**config.mk**
```make
export PLATFORM = sky130hd
export DESIGN_NAME = input_conditioner
export DESIGN_NICKNAME = d
export VERILOG_FILES = /design/src/rtl/input_conditioner.sv
export SDC_FILE = /design/constraint.sdc
export NUM_CORES = 1
export LEC_CHECK = 0
export CAP_MARGIN = 0
export CORE_ASPECT_RATIO = 0.75
export CORE_MARGIN = 2
export CORE_UTILIZATION = 58
export CTS_BUF_LIST = sky130_fd_sc_hd__clkbuf_16
export CTS_CLUSTER_DIAMETER = 30
export CTS_CLUSTER_SIZE = 10
export DETAILED_ROUTE_END_ITERATION = 8
export HOLD_SLACK_MARGIN = 0.02
export PLACE_DENSITY = 0.76
export REMOVE_ABC_BUFFERS = 1
export SETUP_SLACK_MARGIN = 0.05
export SLEW_MARGIN = 40
export SYNTH_ARGS = -nofsm -noshare
export SYNTH_HDL_FRONTEND = slang
export SYNTH_SLANG_ARGS = --single-unit
```
**constraint.sdc**
```tcl
create_clock -name clk -period 2.75 [get_ports clk]
set_clock_uncertainty 0.15 [all_clocks]
set_input_delay 0.55 -clock clk [delete_from_list [all_inputs] [get_ports clk]]
set_output_delay 0.55 -clock clk [all_outputs]
set_load 0.1 [all_outputs]
```
**src/rtl/input_conditioner.sv**
```systemverilog
// input_conditioner: N-channel pin front end with sync, debounce, polarity, edge pulses, auto-repeat.
// Auto-repeat exists only when INPUT_COND_REPEAT_EN is defined; otherwise press mirrors rise.
module input_conditioner #(
  parameter int unsigned  N             = 5,
  parameter int unsigned  DB_CYCLES     = 100000000,
  parameter logic [N-1:0] INVERT        = '0,
  parameter logic [N-1:0] RESET_LEVEL   = '0,
  parameter int unsigned  REPEAT_DELAY  = 50000000,
  parameter int unsigned  REPEAT_PERIOD = 10000000,
  parameter logic [N-1:0] REPEAT_MASK   = '0
) (
  input  logic         clk,
  input  logic         rst_n,
  input  logic [N-1:0] raw,
  output logic [N-1:0] level,
  output logic [N-1:0] rise,
  output logic [N-1:0] fall,
  output logic [N-1:0] press
);

  localparam int unsigned     DB_W    = $clog2(DB_CYCLES + 1);
  localparam logic [DB_W-1:0] DB_LAST = DB_W'(DB_CYCLES - 1);

`ifdef INPUT_COND_REPEAT_EN
  localparam int unsigned      REP_MAX = (REPEAT_DELAY > REPEAT_PERIOD) ? REPEAT_DELAY : REPEAT_PERIOD;
  localparam int unsigned      REP_W   = $clog2(REP_MAX + 1);
  localparam logic [REP_W-1:0] RD_LAST = REP_W'(REPEAT_DELAY - 1);
  localparam logic [REP_W-1:0] RP_LAST = REP_W'(REPEAT_PERIOD - 1);
`endif

  if (DB_CYCLES < 1 || REPEAT_DELAY < 1 || REPEAT_PERIOD < 1 || $bits(REPEAT_MASK) != N)
  begin : g_bad_cfg
    $error("input_conditioner: DB_CYCLES/REPEAT_* must be >= 1 and masks N bits wide");
  end

  for (genvar i = 0; i < N; i++) begin : g_ch
    logic            sync1;
    logic            sync2;
    logic            lvl;
    logic [DB_W-1:0] db_cnt;
    logic            toggle;
    logic            rise_q;
    logic            fall_q;

    // NOTE: the synchroniser resets to the same value as the level flop, so reset
    // release never looks like a pin change and produces no spurious edge.
    always_ff @(posedge clk or negedge rst_n) begin
      if (!rst_n) begin
        sync1 <= RESET_LEVEL[i];
        sync2 <= RESET_LEVEL[i];
      end else begin
        sync1 <= raw[i] ^ INVERT[i];
        sync2 <= sync1;
      end
    end

    // The count reaching DB_CYCLES and the level flip happen on one edge.
    assign toggle = (sync2 != lvl) && (db_cnt == DB_LAST);

    // NOTE: non-blocking assignments throughout, so every flop samples the
    // pre-edge value of lvl/db_cnt regardless of statement order.
    always_ff @(posedge clk or negedge rst_n) begin
      if (!rst_n) begin
        lvl    <= RESET_LEVEL[i];
        db_cnt <= '0;
        rise_q <= 1'b0;
        fall_q <= 1'b0;
      end else begin
        rise_q <= toggle & ~lvl;
        fall_q <= toggle & lvl;
        if (sync2 == lvl || toggle) begin
          db_cnt <= '0;
        end else begin
          db_cnt <= db_cnt + DB_W'(1);
        end
        if (toggle) begin
          lvl <= ~lvl;
        end
      end
    end

    assign level[i] = lvl;
    assign rise[i]  = rise_q;
    assign fall[i]  = fall_q;

`ifdef INPUT_COND_REPEAT_EN
    logic rep_hit;
    logic press_q;

    if (REPEAT_MASK[i]) begin : g_rep
      logic [REP_W-1:0] rep_cnt;
      logic             rep_periodic;

      // A falling edge (toggle while high) suppresses any repeat due on that edge.
      assign rep_hit = lvl && !toggle &&
                       (rep_periodic ? (rep_cnt == RP_LAST) : (rep_cnt == RD_LAST));

      always_ff @(posedge clk or negedge rst_n) begin
        if (!rst_n) begin
          rep_cnt      <= '0;
          rep_periodic <= 1'b0;
        end else if (!lvl || toggle) begin
          rep_cnt      <= '0;
          rep_periodic <= 1'b0;
        end else if (rep_hit) begin
          rep_cnt      <= '0;
          rep_periodic <= 1'b1;
        end else begin
          rep_cnt      <= rep_cnt + REP_W'(1);
        end
      end
    end else begin : g_no_rep
      assign rep_hit = 1'b0;
    end

    always_ff @(posedge clk or negedge rst_n) begin
      if (!rst_n) begin
        press_q <= 1'b0;
      end else begin
        press_q <= (toggle & ~lvl) | rep_hit;
      end
    end

    assign press[i] = press_q;
`else
    assign press[i] = rise_q;
`endif
  end

endmodule

```
# == Yosys cells after proc, flatten, opt, wreduce, memory -nomap -nowiden ==
# Cells that the tools add are included.
# W data, S select, Z words.
# totals
in_bits,7
regBits,160
latch_bits,0
output_inout_bits,20
wordCells,80
memories,0
mem_bits_ro,0
ram_bits,0
# op_classes
n_addsub,5
n_mul,0
shift,0
mux,5
order_cmp,0
eq_ne,15
bitwise_logic,15
div,0
reduce_logical,10
# op_table
op,n
$add A27 B1 Y27 const B,5
$eq A27 B27 Y1 const B,5
$mux W27,5
$and A1 B1 Y1,10
$eq A1 B1 Y1,5
$logic_and A1 B1 Y1,5
$logic_or A1 B1 Y1,5
$ne A1 B1 Y1,5
$not A1 Y1,5

# == Depth between registers and ports, before layout ==
# Gate-level depths: netlist of run 1.
# logic_depth
word_depth,4
depth_mapped,6
ltp_nobuf,5

# == Worst setup path before layout of run 1 ==
# OpenSTA, ideal clock, no wires.
# synth_path
path_kind,register -> register
start,register g_ch[1].db_cnt[0]
end,register g_ch[1].db_cnt[26]
setup_time_ns,0.078
synth_period_minus_slack_ns,2.241
arrival_ns,2.013
stages_incl_launch_ff,7
path_slack_ns,0.509
n_path_buf,1
cell_sequence,dfrtp_1 ha_1 nand4_4 or4_1 buf_2 or4_1 a21oi_1
# synth_via
elab_chain_cells,4
# synth_rtl
item,line_no,text
from (decl),40,logic [DB_W-1:0] db_cnt;
from (signal assigned),74,db_cnt <= db_cnt + DB_W'(1);
branches (longest 3 deep; another with $add A27 B1 Y27),-,
$mux W27 (*),71,if (sync2 == lvl || toggle) begin
# Every way passes the cells marked *.
# A chain may end at the register's enable or synchronous reset.

# == Worst setup path after layout of run 1 ==
# layout_path
start,register g_ch[4].db_cnt[0]
end,register g_ch[4].db_cnt[24]
# layout_via
elab_chain_cells,4
# layout_rtl
item,line_no
from (decl),40
from (signal assigned),74
branches (longest 3 deep; another with $add A27 B1 Y27),-
$mux W27 (*),71
# Marked as above.

==> impl_metrics.env, run 1 <==
export IMPL_synth_distinct_cells=44
export IMPL_post_route_util_pct=65.58
export IMPL_path_cells="ha_1 > nand4_1 > or3_1 > or4_1 > a211oi_1"
export IMPL_die_y_microns=106.4
export IMPL_yosys_top_cells_area="dfrtp_1 (49%), o31ai_1 (3.6%), nand4_1 (3.5%)"
export IMPL_p_leak_uw=0.003558
export IMPL_track_usage_pct=24.68
export IMPL_slowest_delay_ns=0.56
export IMPL_grt_pass1_vias=6407
export IMPL_gp_congestion=0.8882
export IMPL_rsz0062_at_grt="no"
export IMPL_critPathRequiredTime_ns=2.92
export IMPL_synth_enable_flop_cells=0
export IMPL_antenna_found_initial=0
export IMPL_ir_drop_v=0.0005520
export IMPL_grt_pass1_wl_microns=30150
export IMPL_area_delta_synth_final_pct=10.78
export IMPL_drtIter0Drc=404
export IMPL_drc=0
export IMPL_switching_share_pct=21.37
export IMPL_maxCapViolCount=0
export IMPL_cts_inserted_buffers=17
export IMPL_cts_hold_buf=1
export IMPL_cts_sinks=160
export IMPL_h_tree_depth=4
export IMPL_power_frac_seq_pct=49.4
export IMPL_async_reset_ff_share_pct=100.0
export IMPL_core_rowCount=37
export IMPL_drtAntennaViolNets=0
export IMPL_synth_cells=832
export IMPL_dr_pass1_iters=5
export IMPL_drive_gt1_share_pct=9.518
export IMPL_hold_violations=0
export IMPL_status="completed"
export IMPL_relSlewSlack_pct=56.12
export IMPL_p_clk_share_pct=47.6
export IMPL_synth_common_cells="dfrtp_1 (160), nor2_1 (63), nand2_1 (55)"
export IMPL_yosysTopAreaCell="dfrtp_1"
export IMPL_synth_warnings=0
export IMPL_fin_crit_sh_pct=89.04
export IMPL_portBuffers=26
export IMPL_ys_seq_area_share_pct=49.36
export IMPL_cts_tree="yes"
export IMPL_cts_root_buf="clkbuf_16"
export IMPL_min_period_ns=2.449
export IMPL_slew_violations=0
export IMPL_fmax_mhz=408.4
export IMPL_clockBufferDepth=2
export IMPL_io_pins=27
export IMPL_p_switching_uw=1041
export IMPL_start_util_pct=59.19
export IMPL_endpoint_kind="register"
export IMPL_synth_area_sq_mm=0.008112
export IMPL_clock_latency_ns=0.42
export IMPL_setup_ws_ns=0.3013
export IMPL_synth_most_common_cell="dfrtp_1"
export IMPL_synth_seq_cells=160
export IMPL_p_comb_share_pct=3.0
export IMPL_hp_class="register to register"
export IMPL_avgSynthCellArea_sq_um=9.749
export IMPL_vias=6499
export IMPL_coreArea_sq_mm=0.01370
export IMPL_synth_top_cell_area_share_pct=49.36
export IMPL_clk_pin_slew_ns=0.06
export IMPL_yosys_most_used_dff="dfrtp_1"
export IMPL_setup_viol=0
export IMPL_cp_slowest_cell="or3_1"
export IMPL_via_per_inst=6.334
export IMPL_dieArea_sq_mm=0.01496
export IMPL_grt_start_max_net_pins=57
export IMPL_fin_tns_setup_ns=0
export IMPL_nNetsFinal=850
export IMPL_die_w_microns=140.6
export IMPL_tightestPinTransition_ns=0.6535
export IMPL_antenna_cells=0
export IMPL_hold_ws_ns=0.1958
export IMPL_wire_per_inst_microns=16.87
export IMPL_worstSetupPathType="register to register"
export IMPL_wl_microns=17310
export IMPL_p_int_uw=3829
export IMPL_start_kind="register"
export IMPL_crit_arrival_ns=2.62
export IMPL_cts_resized_gates=0
export IMPL_fillers=1052
export IMPL_hpwlAfterDp_microns=11590
export IMPL_power_density_mw_per_mm2=542.0
export IMPL_pre_cts_slack_ns=0.3051
export IMPL_grt_remaining_overflow=0
export IMPL_critical_path_max_fanout=9
export IMPL_cts_setup_buffers=0
power groups by stage:
stage / Combinational, uW / Clock, uW / Sequential [uW]
after floorplan: 55.9 / 0 / 2440
final: 146 / 2320 / 2410
after global routing: 167 / 2460 / 2410
after detailed placement: 149 / 0 / 2450
after CTS: 150 / 2350 / 2410
after global placement: 143 / 0 / 2450
kinds of logic (layout without fill, tap and decap cells):
family / Yosys count / in the layout / share of synthesized area (%)
and+or+nand+nor: 387 / 387 / 27.41
DFF: 160 / 160 / 49.36
AOI/OAI and AO/OA: 146 / 146 / 11.04
buffers and inverters: 69 / 88 / 4.242
xor gates and xnor gates: 60 / 60 / 6.479
adders and majority gates: 5 / 5 / 0.7712
muxes: 5 / 5 / 0.6941
registers in the layout (all words and copies together), names as in the netlist:
register     cells
g_ch.db_cnt    135
g_ch.fall_q      5
g_ch.lvl         5
g_ch.rise_q      5
g_ch.sync1       5
g_ch.sync2       5
worst max-delay path, delay by kind of cell, from the launching register on:
family	cells	cell delay, ns
and+or+nand+nor	3	1.30
DFF	1	0.40
AOI/OAI and AO/OA	1	0.26
adders and majority gates	1	0.23
final timing paths:
| kind | from | to | slack [ns] | depth (start not counted) |
|---|---|---|---|---|
| setup / recovery | g_ch[4].db_cnt[0] | g_ch[4].db_cnt[24] | 0.30 | 5 |
| hold / removal | g_ch[2].sync1 | g_ch[2].sync2 | 0.20 | 0 |
| setup reg to reg | g_ch[4].db_cnt[0] | g_ch[4].db_cnt[24] | 0.30 | 5 |
| hold reg to reg | g_ch[2].sync1 | g_ch[2].sync2 | 0.20 | 0 |
| max in group asynchronous | rst_n | g_ch[0].db_cnt[5] | 1.16 | 3 |
| min in group asynchronous | rst_n | g_ch[3].db_cnt[17] | 0.51 | 2 |
per-stage QoR:
step	instances	total power, uW	cell area (sq um)
floorplan	777	2499	7820
global placement	993	2590	8398
detailed placement	993	2599	8398
CTS	1026	4908	8986
global route	1026	5039	8986
finish	1026	4870	8986
layout make-up:
type | count | area, sq um | share of cell area [%]
multi-input cells | 603 | 3786 | 42.13
flip-flops and latches | 160 | 4004 | 44.56
clock inverters | 15 | 152.6 | 1.699
well taps | 175 | 219.0 | 2.437
inverters | 14 | 52.55 | 0.5848
clock buffers | 17 | 425.4 | 4.734
repair buffers | 42 | 346.6 | 3.857
metal layers:
layer	vias to the layer above	global-route usage [%]	wire length, microns
met5	-	0	0
met4	0	6.786	172
met3	12	5.360	723
met2	149	41.56	8532
met1	3242	32.68	7884
li1	3096	-	-
cell usage in the layout, fill, tap and decap left out, drive strengths merged, types with 28 or more instances in the layout:
master,n
xor2,32
nand2,55
nand3,46
nor2,63
or4,38
o21ai,28
a21oi,53
o31ai,40
buf,36
dfrtp,160
or3,32
xnor2,28
nand4,47
Power figures use the tool's default switching activity.
==> run 2, diff against run 1 <==
--- a/config.mk
+++ b/config.mk
@@ -7,7 +7,6 @@
 export LEC_CHECK = 0
 export CAP_MARGIN = 0
 export CORE_ASPECT_RATIO = 0.75
-export CORE_MARGIN = 2
 export CORE_UTILIZATION = 58
 export CTS_BUF_LIST = sky130_fd_sc_hd__clkbuf_16
 export CTS_CLUSTER_DIAMETER = 30
==> impl_metrics.env, run 2 (synthesis gave the netlist of run 1 again) <==
export IMPL_status="completed"
export IMPL_largest_reg_flops=135
export IMPL_h_tree_depth=4
export IMPL_final_common_cell="dfrtp_1"
export IMPL_rsz0062_at_grt="no"
export IMPL_drtAntennaViolNets=0
export IMPL_setup_viol=0
export IMPL_hold_violations=0
export IMPL_core_rowCount=37
export IMPL_fin_crit_sh_pct=88.83
export IMPL_fmax_mhz=409.4
export IMPL_vias=6508
export IMPL_clk_pin_slew_ns=0.06
export IMPL_maxCapViolCount=0
export IMPL_cts_root_buf="clkbuf_16"
export IMPL_path_cells="ha_1 > nand4_4 > or4_1 > or4_1 > a21oi_1"
export IMPL_track_usage_pct=25.55
export IMPL_worstSetupPathType="register to register"
export IMPL_slew_violations=0
export IMPL_coreArea_sq_mm=0.01370
export IMPL_cts_setup_buffers=0
export IMPL_place_area_sq_mm=0.008411
export IMPL_gp_congestion=0.9138
export IMPL_drtIter0Drc=463
export IMPL_clockBufferDepth=2
export IMPL_drc=0
export IMPL_p_int_uw=3941
export IMPL_p_leak_uw=0.003566
export IMPL_endpoint_kind="register"
export IMPL_cts_tree="yes"
export IMPL_dieArea_sq_mm=0.01447
export IMPL_wire_per_inst_microns=16.84
export IMPL_antenna_cells=0
export IMPL_portBuffers=26
export IMPL_critPathRequiredTime_ns=2.95
export IMPL_area_delta_synth_final_pct=11.40
export IMPL_nNetsFinal=850
export IMPL_cp_slowest_cell="or4_1"
export IMPL_grt_pass1_vias=6412
export IMPL_top_register="g_ch.db_cnt"
export IMPL_hpwlAfterDp_microns=11620
export IMPL_clock_latency_ns=0.42
export IMPL_die_w_microns=138.6
export IMPL_fillers=1056
export IMPL_cts_resized_gates=0
export IMPL_power_uw=5014
export IMPL_p_switching_uw=1073
export IMPL_start_util_pct=59.19
export IMPL_setup_ws_ns=0.3072
export IMPL_finalInstanceArea_sq_mm=0.009036
export IMPL_via_per_inst=6.349
export IMPL_ir_drop_v=0.0004236
export IMPL_cpMostUsedCell="or4_1"
export IMPL_mostFrequentLayoutCells="dfrtp_1 (160), nor2_1 (63), nand2_1 (55), a21oi_1 (53)"
export IMPL_cp_num_buf_inv=0
export IMPL_p_clk_share_pct=49.1
export IMPL_grt_remaining_overflow=0
export IMPL_grt_start_max_net_pins=60
export IMPL_critical_path_max_fanout=10
export IMPL_p_comb_share_pct=2.9
export IMPL_start_kind="register"
export IMPL_hp_class="register to register"
export IMPL_switching_share_pct=21.40
export IMPL_fin_tns_setup_ns=0
export IMPL_slowest_delay_ns=0.71
export IMPL_crit_family="simple AND/OR/NAND/NOR gates"
export IMPL_min_period_ns=2.443
export IMPL_tightestPinTransition_ns=0.4596
export IMPL_cts_inserted_buffers=17
export IMPL_post_route_util_pct=65.94
export IMPL_drive_gt1_share_pct=9.765
export IMPL_relSlewSlack_pct=69.36
export IMPL_die_y_microns=104.4
export IMPL_crit_arrival_ns=2.64
export IMPL_antenna_found_initial=0
export IMPL_power_frac_seq_pct=48.0
export IMPL_grt_pass1_wl_microns=30060
export IMPL_power_density_mw_per_mm2=554.9
export IMPL_wl_microns=17260
export IMPL_cts_sinks=160
export IMPL_dr_pass1_iters=5
export IMPL_io_pins=27
export IMPL_pre_cts_slack_ns=0.2981
## run 2: cell types whose count changed in the layout (fill, tap and decap cells not counted), sizes merged
cell | before | now
clkinv | 8 | 5
clkinvlp | 2 | 3
bufinv | 3 | 4
## run 2: path summary, 6_finish.rpt
| check | from | cells after the start | slack [ns] | endpoint |
|---|---|---|---|---|
| max | g_ch[1].db_cnt[0] | 5 | 0.31 | g_ch[1].db_cnt[26] |
| min in group asynchronous | rst_n | 2 | 0.48 | g_ch[2].db_cnt[3] |
| min reg2reg | g_ch[3].sync1 | 0 | 0.20 | g_ch[3].sync2 |
| min | g_ch[3].sync1 | 0 | 0.20 | g_ch[3].sync2 |
| max reg2reg | g_ch[1].db_cnt[0] | 5 | 0.31 | g_ch[1].db_cnt[26] |
| max in group asynchronous | rst_n | 3 | 1.32 | g_ch[1].db_cnt[13] |
## run 2: layout make-up
cell class,instances,area [sq um],share of cell area [%]
Clock buffer,17,425.4,4.708
Clock inverter,14,190.2,2.105
Inverter,14,52.55,0.5816
Multi-Input combinational cell,603,3786,41.90
Sequential cell,160,4004,44.31
Tap cell,175,219.0,2.423
Timing Repair Buffer,42,359.1,3.974
## run 2: stage by stage
step	cells	hold slack, ns
CTS	1025	0.1989
detailed placement	993	0.1847
floorplan	777	0.1044
finish	1025	0.1988
global placement	993	0.1852
global route	1025	0.2055
## run 2: what timing repair did
item / in CTS / in global routing
hold endpoints to repair: 45 / 0
endpoints found under the setup margin: 0 / 0
hold buffers: 1 / 0
## run 2: routing by layer
metal | share of wire [%] | GRT usage [%]
met2 | 47 | 40.83
met4 | 1.2 | 8.347
met5 | 0 | 0
met1 | 46 | 34.88
met3 | 5.0 | 5.387
## run 2: power groups by stage
| stage | Sequential, uW | Clock [uW] | Combinational, uW |
|---|---|---|---|
| after floorplan | 2440 | 0 | 55.9 |
| after global placement | 2450 | 0 | 145 |
| after detailed placement | 2450 | 0 | 150 |
| after CTS | 2410 | 2500 | 152 |
| after global routing | 2410 | 2590 | 170 |
| final | 2410 | 2460 | 147 |
